### src/rtl/anemo_log_pkg.sv
// Shared types and sizes for the anemometer RAM logger.
package anemo_log_pkg;

  localparam int RAM_AW     = 13;
  localparam int RAM_DW     = 32;
  localparam int FIFO_DEPTH = 4;

  typedef enum logic [1:0] {
    ST_IDLE  = 2'd0,
    ST_RUN   = 2'd1,
    ST_DRAIN = 2'd2,
    ST_FULL  = 2'd3
  } log_state_e;

endpackage

### src/rtl/anemo_log_fifo.sv
// Small sample FIFO between the anemometer strobe and the RAM write master.
module anemo_log_fifo
  import anemo_log_pkg::*;
(
  input  logic              clk,
  input  logic              reset,
  input  logic              clear,
  input  logic              push,
  input  logic              pop,
  input  logic [RAM_DW-1:0] din,
  output logic [RAM_DW-1:0] head,
  output logic              full,
  output logic              empty
);

  localparam int PW = $clog2(FIFO_DEPTH);

  logic [RAM_DW-1:0] mem [FIFO_DEPTH];
  logic [PW-1:0]     rd_idx;
  logic [PW-1:0]     wr_idx;
  logic [PW:0]       count;

  always_ff @(posedge clk or posedge reset) begin
    if (reset) begin
      rd_idx <= '0;
      wr_idx <= '0;
      count  <= '0;
    end else if (clear) begin
      rd_idx <= '0;
      wr_idx <= '0;
      count  <= '0;
    end else begin
      if (push) wr_idx <= wr_idx + 1'b1;
      if (pop)  rd_idx <= rd_idx + 1'b1;
      case ({push, pop})
        2'b10:   count <= count + 1'b1;
        2'b01:   count <= count - 1'b1;
        default: count <= count;
      endcase
    end
  end

  // Storage needs no reset; occupancy is tracked by count alone.
  always_ff @(posedge clk) begin
    if (push && !clear) mem[wr_idx] <= din;
  end

  assign head  = mem[rd_idx];
  assign full  = (count == (PW+1)'(FIFO_DEPTH));
  assign empty = (count == '0);

endmodule

### src/rtl/anemo_ram_logger.sv
// Logs anemometer samples into on-chip RAM through an Avalon-MM write master.
// Define ANEMO_LOG_WRAP_EN for a circular log; otherwise logging stops in FULL.
//
// state    | meaning
// ST_IDLE  | logging off, no writes
// ST_RUN   | samples accepted and written
// ST_DRAIN | enable dropped, emptying FIFO
// ST_FULL  | log window exhausted, samples dropped
module anemo_ram_logger
  import anemo_log_pkg::*;
#(
  parameter int BASE_ADDR     = 0,
  parameter int DEPTH         = 5120,
  parameter int IRQ_THRESHOLD = 256
) (
  input  logic              clk,
  input  logic              reset,
  input  logic              enable,
  input  logic              sample_valid,
  input  logic [RAM_DW-1:0] sample_data,
  input  logic              hold,
  input  logic              irq_ack,
  output logic [RAM_AW-1:0] ram_address,
  output logic [3:0]        ram_byteenable,
  output logic              ram_chipselect,
  output logic              ram_write,
  output logic [RAM_DW-1:0] ram_writedata,
  output logic              ram_clken,
  output logic [RAM_AW-1:0] wr_ptr,
  output logic [15:0]       drop_count,
  output logic              irq,
  output logic              busy
);

  localparam logic [RAM_AW-1:0] BASE = RAM_AW'(BASE_ADDR);
  localparam logic [RAM_AW-1:0] LAST = RAM_AW'(BASE_ADDR + DEPTH - 1);
  localparam logic [15:0]       TH   = 16'(IRQ_THRESHOLD);

  log_state_e        state, state_nxt;
  logic              fifo_full, fifo_empty, fifo_push, clear_fifo;
  logic [RAM_DW-1:0] fifo_head, wr_data;
  logic              push_req, can_write, pop_fifo, bypass, do_write;
  logic              drop, at_last, full_hit;
  logic [15:0]       thr_left;

  anemo_log_fifo u_fifo (
    .clk   (clk),
    .reset (reset),
    .clear (clear_fifo),
    .push  (fifo_push),
    .pop   (pop_fifo),
    .din   (sample_data),
    .head  (fifo_head),
    .full  (fifo_full),
    .empty (fifo_empty)
  );

  // An empty FIFO passes the strobed sample straight through for one-cycle latency.
  always_comb begin
    push_req  = sample_valid && (state == ST_RUN);
    can_write = !hold && ((state == ST_RUN) || (state == ST_DRAIN));
    pop_fifo  = can_write && !fifo_empty;
    bypass    = can_write && fifo_empty && push_req;
    do_write  = pop_fifo || bypass;
    wr_data   = fifo_empty ? sample_data : fifo_head;
    fifo_push = push_req && !bypass && (!fifo_full || pop_fifo);
    drop      = (push_req && fifo_full && !pop_fifo) ||
                ((state == ST_FULL) && sample_valid);
    at_last   = do_write && (wr_ptr == LAST);
`ifdef ANEMO_LOG_WRAP_EN
    full_hit  = 1'b0;
`else
    full_hit  = at_last;
`endif
  end

  always_comb begin
    state_nxt  = state;
    clear_fifo = 1'b0;
    case (state)
      ST_IDLE:  if (enable) state_nxt = ST_RUN;
      ST_RUN: begin
        if (full_hit)     state_nxt = ST_FULL;
        else if (!enable) state_nxt = ST_DRAIN;
      end
      ST_DRAIN: begin
        if (full_hit)                       state_nxt = ST_FULL;
        else if (fifo_empty && !ram_write) state_nxt = ST_IDLE;
      end
      ST_FULL: begin
        if (!enable) begin
          state_nxt  = ST_IDLE;
          clear_fifo = 1'b1;
        end
      end
      default:  state_nxt = ST_IDLE;
    endcase
  end

  always_ff @(posedge clk or posedge reset) begin
    if (reset) begin
      state          <= ST_IDLE;
      wr_ptr         <= BASE;
      drop_count     <= '0;
      irq            <= 1'b0;
      thr_left       <= TH;
      ram_write      <= 1'b0;
      ram_chipselect <= 1'b0;
      ram_address    <= '0;
      ram_writedata  <= '0;
    end else begin
      state          <= state_nxt;
      ram_write      <= do_write;
      ram_chipselect <= do_write;
      if (do_write) begin
        ram_address   <= wr_ptr;
        ram_writedata <= wr_data;
        wr_ptr        <= at_last ? BASE : wr_ptr + 1'b1;
      end
      if ((state == ST_IDLE) && enable) begin
        wr_ptr     <= BASE;
        drop_count <= '0;
      end else if (drop && (drop_count != 16'hFFFF)) begin
        drop_count <= drop_count + 1'b1;
      end
      // Down-counter of writes left before irq; an ack beats a coincident write.
      if (irq_ack) begin
        irq      <= 1'b0;
        thr_left <= TH;
      end else if (do_write) begin
        if (thr_left <= 16'd1) begin
          irq      <= 1'b1;
          thr_left <= '0;
        end else begin
          thr_left <= thr_left - 1'b1;
        end
      end
    end
  end

  assign ram_byteenable = 4'hF;
  assign ram_clken      = 1'b1;
  assign busy           = (state != ST_IDLE);

endmodule

### config.mk
export PLATFORM = sky130hd
export DESIGN_NAME = anemo_ram_logger
export DESIGN_NICKNAME = d
export VERILOG_FILES = /design/src/rtl/anemo_log_pkg.sv /design/src/rtl/anemo_log_fifo.sv /design/src/rtl/anemo_ram_logger.sv
export SDC_FILE = /design/constraint.sdc
export NUM_CORES = 1
export LEC_CHECK = 0
export ABC_CLOCK_PERIOD_IN_PS = 4500
export CORE_ASPECT_RATIO = 0.8
export CORE_MARGIN = 3
export CORE_UTILIZATION = 45
export DETAILED_ROUTE_END_ITERATION = 10
export GPL_TIMING_DRIVEN = 0
export PLACE_DENSITY = 0.78
export SETUP_SLACK_MARGIN = 0.05
export SYNTH_ARGS = -nofsm -noshare
export SYNTH_HDL_FRONTEND = slang
export SYNTH_SLANG_ARGS = --single-unit
### constraint.sdc
create_clock -name clk -period 4.5 [get_ports clk]
set_input_delay 1.35 -clock clk [delete_from_list [all_inputs] [get_ports clk]]
set_output_delay 1.35 -clock clk [all_outputs]
set_load 0.02 [all_outputs]
==> reports/results.md <==
- per-cell via count in the routed design: 5.49
- Antenna Nets Post-Route: 0
- final max-slew violation count: 0
- total global-route track usage: 18.9%
- die width: 172 microns
- share of the clock period used by the worst path: 74.4%
- Buffers on Ports: 114
- # resized after CTS: 0
- asr flop ratio synth: 44.1%
- number of global-route vias before repair: 6,578
- worst flop-to-flop path endpoint: u_fifo.mem[2][21]$_DFFE_PP_
- share of cells above drive strength 1: 12.9%
- Synth Flop Type: sky130_fd_sc_hd__edfxtp_1
- Synth cell types: 68
- CTS tree: built
- instance count after placement with tap cells included: 1,147
- overall overflow remaining after global route: 0
- first-pass iteration count of the detailed router: 5
- worst path required time: 4.62 ns
- max incr delay on CP: 0.79 ns
- final-report setup violation count: 0
- number of inserted filler cells in the final layout: 1,665
- die outline height: 139 microns
- most frequent cells in the layout: sky130_fd_sc_hd__edfxtp_1 (128), sky130_fd_sc_hd__nand2_1 (127), sky130_fd_sc_hd__clkdlybuf4s50_1 (114), sky130_fd_sc_hd__dfrtp_1 (100), sky130_fd_sc_hd__nor2_1 (78)
- post-synthesis area per instance: 13.0 sq um
- outcome: completed
- Detailed Route Iter0 Violations: 550
- io pins: 121
- chain of cells forming the critical path: clkdlybuf4s50_1 -> and2_1 -> buf_2 -> o31ai_1 -> nor2_1 -> and2_2
- net count reported at finish: 956
- reg-to-reg slack, setup: 1.68 ns
- pwr/cell area: 631 mW/mm^2
- count of buffers added by post-CTS timing repair for setup: 0
- Lkg Pwr: 4.65 nW
- transition time of the tightest slew-check pin: 0.919 ns
- hold buffer count at cts: 0
- Worst Setup Start Kind: input pin
- part of the Yosys area used for sequential elements: 64.5%
- number of register bits inferred by synthesis: 229
- post-route minimum period: 3.35 ns
- hold wc startpoint: ram_address[5]$_DFFE_PP0P_
- Worst Reg-to-Reg Cells: 8
- DR WL/cell: 18.8 microns
- buffers from clock root to sink, at most: 3
- post-detailed-routing wire length: 22.5 mm
- cts bufs inserted: 24
- CP Capture Type: register
- worst r2r src: state[1]$_DFFE_PP0P_
- commonest non-fill, non-tap cell in the layout: sky130_fd_sc_hd__edfxtp_1
- type of the most critical hold path: register to register
- CTS clock-pin slew for the worst setup and hold paths: 0.06 ns
- final worst clock skew: 0.00802 ns
- clock latency on the worst-skew pair: 0.50 ns
- yosys synthesis warning count: 0
- area of the placeable core: 0.0211 sq mm
- highest-delay cell along the critical path: sky130_fd_sc_hd__and2_2
- endpoint arrival time on the critical path: 3.47 ns
- maximum number of pins on one net before global-route repair: 53
- initial core utilization: 46.8%
- Hold Vio Cnt, Final: 0
- final design utilization: 58.0%
- via count of the routed design: 6,540
- hold-critical path endpoint: ram_address[5]$_DFFE_PP0P_
- FMAX: 299 MHz
- max-cap violations: 0
- dpl hpwl: 14.5 mm
- number of remaining DRC errors: 0
- CP Class: input pin to register
- Clock Root Buffer: sky130_fd_sc_hd__clkbuf_16
- final weighted congestion in routability-driven placement: 0.817
- number of cells traversed by the worst hold path: 2
- number of clock sinks: 229
- wire length of the first global-routing pass: 35.9 mm
- layout overhead on the synthesized area: 23.9%
- number of rows created at floorplan: 47
- maximum VDD drop: 0.325 mV
- Rel. slew slack: 38.7%
- summed instance area of the synthesized netlist: 0.00988 sq mm
- number of enable-type register cells in the synthesized netlist: 128
- die area: 0.0238 sq mm
- unrepaired setup endpoints after global routing: false
- htree depth: 1
- Mapped Cells: 759
- worst-path fanout max: 32
- initial antenna violation count: 1
- non-filler instance count after layout: 1,192
cell type report:
cell class	count	area, sq um	area share [%]
sequential	229	6370	52.1
multi-input combinational	476	3250	26.5
timing repair buffer	115	1170	9.55
clock buffer	36	737	6.02
tap	269	337	2.75
buffer	43	223	1.82
clock inverter	8	92.6	0.757
inverter	15	58.8	0.481
antenna	1	2.50	0.0204
kinds of logic after synthesis:
family	Yosys count	share of synthesized area, %
DFF	229	64.5
muxes	36	7.70
other	1	0.0380
buffers and inverters	58	2.82
and+or+nand+nor	285	13.3
xor gates and xnor gates	27	2.39
AOI/OAI and AO/OA	109	7.40
adders and majority gates	14	1.85
routing by layer:
layer  global-route usage (%)  up-vias  routed length, microns
li1                         -     3060                       -
met1                     28.7     3259                   10300
met2                     29.6      196                   10500
met3                     2.83       25                    1220
met4                     3.81        0                     349
met5                        0        -                       0
worst max-delay path by stage:
stage / cells past startpoint / end / start / slack [ns]
2_1_floorplan: 1 / drop_count[0]$_DFFE_PP0P_ / reset / 0.50
3_3_place_gp: 2 / ram_writedata[19]$_DFFE_PP0P_ / reset / -1.22
3_5_place_dp: 6 / u_fifo.mem[0][12]$_DFFE_PP_ / sample_valid / 0.63
4_1_cts: 6 / u_fifo.mem[0][21]$_DFFE_PP_ / sample_valid / 1.14
5_1_grt: 6 / u_fifo.mem[2][12]$_DFFE_PP_ / sample_valid / 1.00
6_report: 6 / u_fifo.mem[2][21]$_DFFE_PP_ / sample_valid / 1.15
critical path: cells and delay by family:
| family | cells | cell delay (ns) |
|---|---|---|
| and+or+nand+nor | 3 | 1.12 |
| buffers and inverters | 2 | 0.79 |
| AOI/OAI and AO/OA | 1 | 0.20 |
through the flow:
step	hold WS (ns)	TNS [ns]	total power, mW	instance area, sq um	setup slack (ns)
3_5_place_dp	0.462	0	5.71	11400	0.628
4_1_cts	0.478	0	7.78	12200	1.14
5_1_grt	0.491	0	8.17	12200	1.00
2_1_floorplan	0.511	0	4.72	9890	0.505
3_3_place_gp	0.461	-121.39	5.62	11400	-1.22
6_report	0.477	0	7.72	12200	1.15
sequential cells by signal (all words and copies together) (netlist names):
name           count
drop_count        16
irq                1
ram_address       13
ram_write          1
ram_writedata     32
state              2
thr_left          16
u_fifo.count       3
u_fifo.mem       128
u_fifo.rd_idx      2
u_fifo.wr_idx      2
wr_ptr            13
cell usage after synthesis, types with 5 or more instances:
master,instances,area share (%)
sky130_fd_sc_hd__nor3_1,8,0.41
sky130_fd_sc_hd__ha_1,13,1.6
sky130_fd_sc_hd__edfxtp_1,128,39
sky130_fd_sc_hd__a22o_1,5,0.44
sky130_fd_sc_hd__o31ai_1,5,0.38
sky130_fd_sc_hd__buf_2,12,0.61
sky130_fd_sc_hd__nand2_1,127,4.8
sky130_fd_sc_hd__inv_1,14,0.53
sky130_fd_sc_hd__buf_4,6,0.46
sky130_fd_sc_hd__mux4_2,32,7.3
sky130_fd_sc_hd__nor2_1,78,3.0
sky130_fd_sc_hd__clkbuf_1,20,0.76
sky130_fd_sc_hd__nor4_1,7,0.44
sky130_fd_sc_hd__nand4_1,6,0.38
sky130_fd_sc_hd__o21ai_0,12,0.61
sky130_fd_sc_hd__or3_2,5,0.38
sky130_fd_sc_hd__a21oi_1,25,1.3
sky130_fd_sc_hd__and2_1,9,0.57
sky130_fd_sc_hd__nand3_1,10,0.51
sky130_fd_sc_hd__a31oi_1,32,2.0
sky130_fd_sc_hd__xnor2_1,19,1.7
sky130_fd_sc_hd__xor2_1,8,0.71
sky130_fd_sc_hd__dfrtp_1,100,25
power breakdown:
part	leakage (nW)	switching [mW]	total (mW)	internal, mW
clock	0.411	0.800	2.04	1.24
sequential	2.45	0.235	2.86	2.63
combinational	1.79	1.64	2.81	1.17
Power figures use the tool's default switching activity.
